## src/rtl/module_btn_step.sv

```systemverilog
// Push-button front end: synchronizer, stability-count debouncer and one-cycle step strobe.
// Optional auto-repeat while held is enabled by defining BTN_STEP_AUTOREPEAT_EN.
module module_btn_step #(
  parameter int SYNC_STAGES    = 2,
  parameter int STABLE_CYCLES  = 16,
  parameter bit BTN_ACTIVE_LOW = 1'b0,
  parameter int HOLD_CYCLES    = 64,
  parameter int REPEAT_CYCLES  = 32
) (
  input  logic clk,
  input  logic rst,
  input  logic btn_in,
  output logic step,
  output logic btn_level
);

  localparam int CntW = $clog2(STABLE_CYCLES + 1);
  localparam logic [CntW-1:0] CntOne  = CntW'(1);
  localparam logic [CntW-1:0] CntLast = CntW'(STABLE_CYCLES - 1);
  localparam logic [CntW-1:0] CntMax  = CntW'(STABLE_CYCLES);

  typedef enum logic [1:0] {
    IDLE,
    PRESS_WAIT,
    PRESSED,
    RELEASE_WAIT
  } state_t;

  logic [SYNC_STAGES-1:0] sync_q;
  logic                   raw;
  state_t                 state_q;
  logic [CntW-1:0]        cnt_q;
  logic [CntW-1:0]        cnt_inc;
  logic                   step_q;
  logic                   level_q;

  // Stages reset to the released level so a held button is re-qualified after reset.
  always_ff @(posedge clk) begin
    if (rst) begin
      sync_q <= {SYNC_STAGES{BTN_ACTIVE_LOW}};
    end else begin
      sync_q <= {sync_q[SYNC_STAGES-2:0], btn_in};
    end
  end

  assign raw     = sync_q[SYNC_STAGES-1] ^ BTN_ACTIVE_LOW;
  assign cnt_inc = (cnt_q == CntMax) ? cnt_q : cnt_q + CntOne;

`ifdef BTN_STEP_AUTOREPEAT_EN
  localparam int HoldMax = (HOLD_CYCLES > REPEAT_CYCLES) ? HOLD_CYCLES : REPEAT_CYCLES;
  localparam int HoldW   = $clog2(HoldMax + 1);
  localparam logic [HoldW-1:0] HoldOne  = HoldW'(1);
  localparam logic [HoldW-1:0] HoldLast = HoldW'(HOLD_CYCLES - 1);
  localparam logic [HoldW-1:0] RepLast  = HoldW'(REPEAT_CYCLES - 1);

  logic [HoldW-1:0] hold_q;
  logic             repeating_q;  // after the first repeat, the period switches to REPEAT_CYCLES
`endif

  always_ff @(posedge clk) begin
    if (rst) begin
      state_q <= IDLE;
      cnt_q   <= '0;
      step_q  <= 1'b0;
      level_q <= 1'b0;
`ifdef BTN_STEP_AUTOREPEAT_EN
      hold_q      <= '0;
      repeating_q <= 1'b0;
`endif
    end else begin
      step_q <= 1'b0;
`ifdef BTN_STEP_AUTOREPEAT_EN
      hold_q      <= '0;
      repeating_q <= 1'b0;
`endif
      case (state_q)
        IDLE: begin
          if (raw) begin
            state_q <= PRESS_WAIT;
            cnt_q   <= CntOne;
          end else begin
            cnt_q <= '0;
          end
        end
        PRESS_WAIT: begin
          if (!raw) begin
            state_q <= IDLE;
            cnt_q   <= '0;
          end else if (cnt_q == CntLast) begin
            state_q <= PRESSED;
            cnt_q   <= '0;
            step_q  <= 1'b1;
            level_q <= 1'b1;
          end else begin
            cnt_q <= cnt_inc;
          end
        end
        PRESSED: begin
          if (!raw) begin
            state_q <= RELEASE_WAIT;
            cnt_q   <= CntOne;
          end else begin
`ifdef BTN_STEP_AUTOREPEAT_EN
            if (hold_q == (repeating_q ? RepLast : HoldLast)) begin
              step_q      <= 1'b1;
              hold_q      <= '0;
              repeating_q <= 1'b1;
            end else begin
              hold_q      <= hold_q + HoldOne;
              repeating_q <= repeating_q;
            end
`endif
          end
        end
        RELEASE_WAIT: begin
          // A bounce back to pressed returns silently; only a full stable release clears the level.
          if (raw) begin
            state_q <= PRESSED;
            cnt_q   <= '0;
          end else if (cnt_q == CntLast) begin
            state_q <= IDLE;
            cnt_q   <= '0;
            level_q <= 1'b0;
          end else begin
            cnt_q <= cnt_inc;
          end
        end
        default: begin
          state_q <= IDLE;
          cnt_q   <= '0;
        end
      endcase
    end
  end

  assign step      = step_q;
  assign btn_level = level_q;

endmodule

```

## config.mk

```make
export PLATFORM = sky130hd
export DESIGN_NAME = module_btn_step
export DESIGN_NICKNAME = d
export VERILOG_FILES = /design/src/rtl/module_btn_step.sv
export SDC_FILE = /design/constraint.sdc
export NUM_CORES = 1
export LEC_CHECK = 0
export ABC_AREA = 1
export BUFFER_PORTS_ARGS = -buffer_cell sky130_fd_sc_hd__buf_4
export CAP_MARGIN = 40
export CORE_AREA = 3 3 40 42
export CTS_CLUSTER_SIZE = 30
export DETAILED_ROUTE_END_ITERATION = 10
export DIE_AREA = 0 0 43 45
export SYNTH_ARGS = -nofsm -noshare
export SYNTH_HDL_FRONTEND = slang
export SYNTH_SLANG_ARGS = --single-unit
export TNS_END_PERCENT = 30
```

## constraint.sdc

```tcl
create_clock -name clk -period 1.8 [get_ports clk]
set_input_delay 0.09 -clock clk [delete_from_list [all_inputs] [get_ports clk]]
set_output_delay 0.09 -clock clk [all_outputs]
set_load 0.02 [all_outputs]
```

After elaboration in Yosys (flattened, before gate mapping)
Index checks and enable logic that the tools add are counted.
- register bits: 11
- bits of input ports: 3
- output and inout port bits: 2
- logic and storage cells: 46
- $add $sub $neg: 1
- eq/ne operators: 13
- multiplexer cells: 20
- bitwise operators: 2
- reduce and logical (&&, ||, !) cells: 5
- operators by type and width (operator ; count):
    5-bit 2-to-1 mux ; 5
    5-bit one-hot mux with 4 select lines ; 1
    2-bit 2-to-1 mux ; 6
    2-bit inequality test (second input constant) ; 6
    2-bit one-hot mux with 4 select lines ; 1
    1-bit 2-to-1 mux ; 6
    3-bit inequality test (second input constant) ; 2
    5-bit by 1-bit adder with 5-bit output (second input constant) ; 1
    5-bit by 4-bit equality test with 1-bit output (second input constant) ; 1
    5-bit equality test (second input constant) ; 1
    5-bit AND reduction ; 1
    2-bit equality test (second input constant) ; 2
    4-bit AND reduction ; 1
    3-bit OR reduction ; 1
    2-bit by 1-bit equality test with 1-bit output (second input constant) ; 1
    2-bit zero test ; 1
    1-bit inverter ; 2
    1-bit one-hot mux with 2 select lines ; 1
    2-bit nonzero test ; 1

Depth between registers and ports, before layout
Gate-level depths: netlist of run 1.
- depth after elaboration: 5
- depth in mapped cells: 9
- depth with buffers taken out: 9

Least setup slack after synthesis of run 1
No wires, ideal clock.
- kind: reg2reg
- start: reg cnt_q[0]
- end: reg cnt_q[0]
- setup time: 0.113 ns
- data arrival time: 1.223 ns
- required time: 1.687 ns
- slack: 0.464 ns
- stages on the path, launching flop included: 10
- buffers on the path: 0
- clock period less this slack: 1.336 ns
- path through: dfxtp_1 -> ha_1 -> nand2_1 -> nor2_1 -> ha_1 -> nand2_1 -> nand2_1 -> o21ai_2 -> nand2_1 -> nor2_1
- word-level cells in the longest chain between the ends: 5
- elaborated cells between the ends (all ways): 8
- those cells by class: 1 x add/sub; 2 x eq/ne; 5 x mux
- RTL lines (element ; line ; source):
    start: declaration ; 32 ; logic [CntW-1:0] cnt_q;
    start signal: assignment ; 80 ; cnt_q <= CntOne;
    start signal: assignment ; 95 ; cnt_q <= cnt_inc;
    start signal: assignment ; 101 ; cnt_q <= CntOne;
    5-bit by 1-bit adder with 5-bit output / 5-bit equality test (equally long branches) ; 47 ; assign cnt_inc = (cnt_q == CntMax) ? cnt_q : cnt_q + CntOne;
    5-bit 2-to-1 mux ; 47 ;
    5-bit 2-to-1 mux (*) ; 89, 120 ;
    5-bit 2-to-1 mux (on tied branches) ; 117, 86 ;
    5-bit one-hot mux with 4 select lines (*) ; 76 ; case (state_q)
Mark *: on every way between the ends. The rest lies on a longest branch, timed or not.
A chain may end at the register's enable or synchronous reset.

Worst setup path after layout of run 1
Ends and elaborated chain as after synthesis.

==> summary.txt, run 1 <==
Global routing
  • Overall Global Routing Usage: 0.1358
  • Grt total ovfl: 0
  • First-pass GRT wire length: between 1.5 and 2 mm
  • Largest net degree at the start of global routing: 10
  • Initial antenna violation count: 0
  • Vias in the first global route: between 400 and 500

Route
  • Routed via count: roughly 480
  • First-pass iteration count of the detailed router: 4
  • Initial DRC count: 6
  • Final WL: 1.056 mm
  • Drt wl/cell: 10.06 um
  • Drt drc: 0
  • Remaining antenna violation count: 0
  • Vias per cell: between 4 and 5

STA
  • Worst-margin pin slew: around 0.24 ns
  • Final Max Tran Viols: 0
  • Fin crit share: 0.8289
  • Fmax: 0.6702 GHz
  • Worst Slack Setup Final: 0.3079 ns
  • Final hold viol count: 0
  • Setup TNS: 0 ns
  • Post-route minimum period: 1.492 ns
  • Unrepaired setup endpoints after global routing: no
  • Setup Skew: 0.0004393 ns
  • Relative slew slack: 0.8400
  • Final setup viols: 0

Floorplan
  • Core area: ~0.0013 mm2
  • Initial core utilization: 0.4499
  • Row count: 13
  • Die Span X: about 43 um
  • Boundary pin count: 5
  • Die height: 45 um
  • Die area: roughly 0.0019 mm2

Finish
  • Ant diodes: 0
  • Commonest non-fill, non-tap cell in the layout: nand2_1
  • Share of layout cells above drive strength 1: 0.1889
  • Area Growth Syn to Fin: 12.34%
  • Layout net count: 97
  • Commonest non-fill, non-tap cells in the layout: nand2_1, nor2_1, inv_1

Pwr
  • P_leak: about 0.0003 uW
  • Highest ir drop seen on vdd: ~450 uV
  • PwrDens: between 600 and 700 mW/mm2

Min path
  • Min-delay worst type: in -> reg
  • Hold_sp: btn_in
  • WHS Endpoint: sync_q[0]
  • WHS Path Cells: 3

Clock tree
  • Postcts setup bufs: 0
  • Post-CTS resize count: 0
  • CTS Hold Bufs: 0
  • # clock sinks: 11
  • Clock buffer count from CTS: 3
  • Clk buf depth: 2
  • TritonCTS clock tree: built
  • Worst-Skew Late Latency: about 0.27 ns
  • H-tree depth: 1
  • Root Driver: clkbuf_4
  • Reg clk slew, reported paths: roughly 0.070 ns

Logic synthesis
  • Syn nets: slightly below 90
  • Cells after synthesis: 83
  • Mux cell area share after synthesis: 0
  • Adder-Cell Fraction of Synth Area: 0.06494
  • Simple-Gate Fraction of Synth Area: 0.3571
  • Largest family of logic cells by synthesized area: simple AND/OR/NAND/NOR gates
  • Synth warn: 0
  • Seq cells post-synth: 11
  • Synth Area in XOR/XNOR: 0
  • Library cells used by synthesis: 17
  • Complex-gate fraction of the synthesized area: 0.09307
  • Mean post-synth cell area: about 7.0 um2
  • Seq/Total Area, Yosys: 0.3810
  • Mapped Area: 578.1 um2

Critical path
  • Critical Path Start Type: flip-flop
  • Slowest CP cell: dfxtp_1
  • CP bufs+invs: 0
  • Reg2reg end: cnt_q[0]
  • Crit path cell chain: ha_1 -> nand2_1 -> nor2_1 -> ha_1 -> nand2_1 -> nand2_1 -> o21ai_2 -> nand2_1 -> nor2_1
  • Worst path max stage delay: 0.39 ns
  • Setup slack, reg-to-reg: about 0.31 ns
  • CP most frequent cell: nand2_1
  • Worst EP arrival: between 1.5 and 2 ns
  • Worst path required time: a little under 2 ns
  • CP endpoint kind: flip-flop
  • Worst-path fanout max: 4
  • Worst reg-to-reg path cell count: 9
  • R2R Path Start: cnt_q[0]
  • Setup Crit Path Kind: reg -> reg
  • Family with the most delay on the worst path: simple AND/OR/NAND/NOR gates

Flow run
  • # Max-Cap Violations: 0

Place
  • Routability cong.: 0.8457
  • Dpl ws: approximately 0.31 ns
  • Port buffer count: 4
  • Post-DP HPWL: 806.8 um

Run status
  • Outcome: finished clean
report_power, final:
| part | internal [uW] | total (uW) | switching [uW] | leakage, uW |
|---|---|---|---|---|
| sequential | 247 | 250 | 3.47 | 0.0000892 |
| clock | 86.0 | 169 | 82.6 | 0.0000150 |
| combinational | 7.43 | 19.2 | 11.8 | 0.000193 |
| total | 340 | 438 | 97.8 | 0.000297 |
cells by family (layout without fill, tap and decap cells):
family,after synthesis,count (layout)
adder cells (fa/ha/maj),3,3
AO/OA/AOI/OAI,8,8
flip-flops,11,11
AND/OR/NAND/NOR,45,45
buffers and inverters,16,23
per-layer routing:
layer / vias up / GRT usage / wire [um]
met3: 5 / 0.03586 / 32
met4: 0 / 0.1084 / 37
met5: - / 0 / 0
li1: 271 / - / -
met2: 6 / 0.2066 / 468
met1: 202 / 0.1618 / 517
synth_stat cells, drive strengths merged:
library cell | count | share of area
a211oi | 1 | 0.013
a21oi | 4 | 0.048
clkbuf | 1 | 0.0065
dfxtp | 11 | 0.38
ha | 3 | 0.065
inv | 15 | 0.097
nand2 | 24 | 0.16
nand3 | 1 | 0.0086
nand3b | 1 | 0.013
nand4 | 3 | 0.032
nor2 | 16 | 0.14
o21ai | 3 | 0.032
flip-flops by register name (all words and copies together), names as in the netlist, named ones only:
signal	count
state_q	1
sync_q	2
step	1
cnt_q	5
btn_level	1
layout make-up:
cell class / count / area [um2]
Sequential cell: 11 / 220.2
Timing Repair Buffer: 4 / 30.03
Inverter: 15 / 56.30
Tap cell: 15 / 18.77
Fill cell: 140 / 635.6
Multi-Input combinational cell: 56 / 297.8
Clock buffer: 4 / 26.28
worst max path at each step:
stage / to / startpoint / depth (start not counted) / slack, ns
2_1_floorplan: cnt_q[0] / cnt_q[0] / 9 / 0.46
3_3_place_gp: cnt_q[0] / cnt_q[0] / 9 / 0.35
3_5_place_dp: cnt_q[0] / cnt_q[0] / 9 / 0.31
4_1_cts: cnt_q[0] / cnt_q[0] / 9 / 0.31
5_1_grt: cnt_q[0] / cnt_q[0] / 9 / 0.15
6_report: cnt_q[0] / cnt_q[0] / 9 / 0.31
stage by stage:
step / hold WS [ns] / cells / total power [uW] / util / cell area (um2)
3_5_place_dp: 0.2997 / 101 / 275.0 / 0.4849 / 623.1
3_3_place_gp: 0.2893 / 101 / 274.7 / 0.4849 / 623.1
4_1_cts: 0.01179 / 105 / 447.1 / 0.5054 / 649.4
5_1_grt: 0.03307 / 105 / 462.4 / 0.5054 / 649.4
2_1_floorplan: 0.1970 / 83 / 268.7 / - / 578.1
6_report: 0.01727 / 105 / 437.8 / 0.5054 / 649.4
worst reg2reg max path: stages, from the launching register on:
cell	delay, ns
dfxtp_1	0.39
ha_1	0.19
nand2_1	0.08
nor2_1	0.10
ha_1	0.23
nand2_1	0.13
nand2_1	0.13
o21ai_2	0.06
nand2_1	0.05
nor2_1	0.03
No activity file was read; power rests on OpenSTA's default activity.
==> run 2: changes to the inputs <==
- clock period: 1.8 -> 1.4 ns (I/O delays scaled with it)
==> summary.txt, run 2 (synthesis results as in run 1) <==
Run status
  • Outcome: finished clean

Finish
  • Ant diodes: 0 (unchanged)
  • Share of layout cells above drive strength 1: 0.2947 (+0.1058)
  • Commonest non-fill, non-tap cell in the layout: nand2_1
  • Commonest non-fill, non-tap cells in the layout: nand2_1, nor2_1, inv_1
  • Regs by FF count: cnt_q x5, sync_q x2
  • Layout net count: 102 (+5.2%)
  • Area of the multi-input gates: 307.8 um2 (+3.4%)
  • Largest register FFs: 5 (unchanged)
  • Largest reg by FF count: cnt_q
  • Fill cell count: 132 (-5.7%)
  • FF+latch area: 221.5 um2 (+0.57%)
  • Area Growth Syn to Fin: 21.43%

Critical path
  • Worst reg-to-reg path cell count: 9 (unchanged)
  • Slowest CP cell: dfxtp_1
  • Crit path cell chain: ha_1 -> nand2_1 -> nor2_1 -> ha_2 -> nor2_4 -> inv_2 -> nor2_4 -> nand2_1 -> a21oi_2
  • Family with the most delay on the worst path: simple AND/OR/NAND/NOR gates
  • Worst EP arrival: 1.57 ns (-0.09 ns)
  • CP endpoint kind: flip-flop
  • Setup Crit Path Kind: reg -> reg
  • Worst path required time: 1.62 ns (-0.35 ns)
  • Worst path max stage delay: 0.32 ns (-0.07 ns)
  • WP depth: 9 (unchanged)
  • Worst-path fanout max: 3 (-1)
  • CP bufs+invs: 1 (+1)
  • Critical Path Start Type: flip-flop

Route
  • Vias per cell: 4.645 (+0.78%)
  • First-pass iteration count of the detailed router: 4 (unchanged)
  • Met3 wire len: 36 um (+13%)
  • Remaining antenna violation count: 0 (unchanged)
  • Final WL: 1.110 mm (+5.1%)
  • Top layer in use: met4
  • Routed length on met2: 486 um (+3.8%)
  • Drt wl/cell: 10.09 um (+0.34%)
  • Routed via count: 511 (+5.6%)
  • Initial DRC count: 8 (+2)
  • DRT met1 WL: 560 um (+8.3%)
  • Drt drc: 0 (unchanged)

Global routing
  • Largest net degree at the start of global routing: 10 (unchanged)
  • First-pass GRT wire length: 1.925 mm (+3.0%)
  • Initial antenna violation count: 0 (unchanged)
  • Overall Global Routing Usage: 0.1357 (about the same)
  • Vias in the first global route: 466 (+5.9%)
  • Grt total ovfl: 0 (unchanged)

Flow run
  • # Max-Cap Violations: 0 (unchanged)

STA
  • Fin crit share: 0.9682 (+0.1393)
  • Final setup viols: 0 (unchanged)
  • Relative slew slack: 0.8232 (-0.01685)
  • Post-route minimum period: 1.355 ns (-0.1366 ns)
  • Final Max Tran Viols: 0 (unchanged)
  • Worst-margin pin slew: 0.2649 ns (+0.02523 ns)
  • Fmax: 0.7377 GHz (+10%)
  • Final hold viol count: 0 (unchanged)
  • Worst Slack Setup Final: 0.04450 ns (-0.2634 ns)
  • Unrepaired setup endpoints after global routing: yes
  • Setup Skew: 0.0008481 ns (+0.0004088 ns)

Min path
  • WHS Path Cells: 2 (-1)
  • Min-delay worst type: in -> reg

Pwr
  • P_leak: 0.0003258 uW (+9.7%)
  • Design Power: 573.0 uW (+31%)
  • Highest ir drop seen on vdd: 624.1 uV (+39%)
  • PwrDens: 816.4 mW/mm2 (+21%)

Floorplan
  • Boundary pin count: 5 (unchanged)
  • Initial core utilization: 0.4499 (unchanged)
  • Die height: 45 um (unchanged)
  • Core area: 0.001285 mm2 (unchanged)
  • Row count: 13 (unchanged)
  • Die area: 0.001935 mm2 (unchanged)
  • Die Span X: 43 um (unchanged)

Place
  • Routability cong.: 0.8197 (-3.1%)
  • Port buffer count: 4 (unchanged)
  • Dpl ws: 0.004010 ns (-0.3098 ns)
  • Post-DP HPWL: 828.5 um (+2.7%)

Clock tree
  • Reg clk slew, reported paths: 0.07 ns (about the same)
  • Root Driver: clkbuf_4
  • TritonCTS clock tree: built
  • H-tree depth: 1 (unchanged)
  • Clock buffer count from CTS: 3 (unchanged)
  • Worst-Skew Late Latency: 0.27 ns (about the same)
  • # clock sinks: 11 (unchanged)
  • Clk buf depth: 2 (unchanged)
run 2: changes by cell type in the layout (fill, tap and decap cells not counted), sizes merged:
cell,previous run,this run
buf,4,8
clkbuf,4,3
clkinv,0,1
dlygate4sd3,0,1
run 2: final timing paths:
kind	start	to	slack, ns
max reg2reg	cnt_q[0]	cnt_q[4]	0.04
max	cnt_q[0]	cnt_q[4]	0.04
min	rst	cnt_q[4]	0.02
min reg2reg	sync_q[0]	sync_q[1]	0.41
run 2: where the power goes:
part           total, uW  leakage (uW)  switching [uW]  internal, uW
Sequential           321     0.0000897            4.14           317
Combinational       28.9      0.000218            16.4          12.5
Clock                223     0.0000177             117           106
Total                573      0.000326             138           435
run 2: cell type report:
| class | count | area share |
|---|---|---|
| inverter | 15 | 0.08021 |
| tap | 15 | 0.02674 |
| sequential | 11 | 0.3155 |
| timing repair buffer | 9 | 0.09982 |
| clock buffer | 3 | 0.03209 |
| multi-input combinational | 56 | 0.4385 |
| clock inverter | 1 | 0.007130 |
run 2: routing by layer:
layer	vias to the layer above	GRT usage
met5	-	0
met4	0	0.09036
met3	2	0.02390
met2	7	0.2006
met1	226	0.1807
li1	276	-
run 2: timing repair:
action / in CTS / in global routing
buffers inserted: 0 / 0
resized for setup: 1 / 5
hold buffers: 1 / 0
endpoints found under the setup margin: 3 / 6
pin swaps: 0 / 3
endpoints found under the hold margin: 1 / 0
run 2: through the flow:
step	utilization	hold slack (ns)	setup TNS (ns)	area, um2	instances
2_1_floorplan	-	0.1770	0	578.1	83
6_report	0.5463	0.01570	0	701.9	110
5_1_grt	0.5463	0.003497	-0.1042	701.9	110
3_3_place_gp	0.5083	0.2672	0	653.1	105
4_1_cts	0.5394	0.01087	0	693.2	110
3_5_place_dp	0.5083	0.2786	0	653.1	105
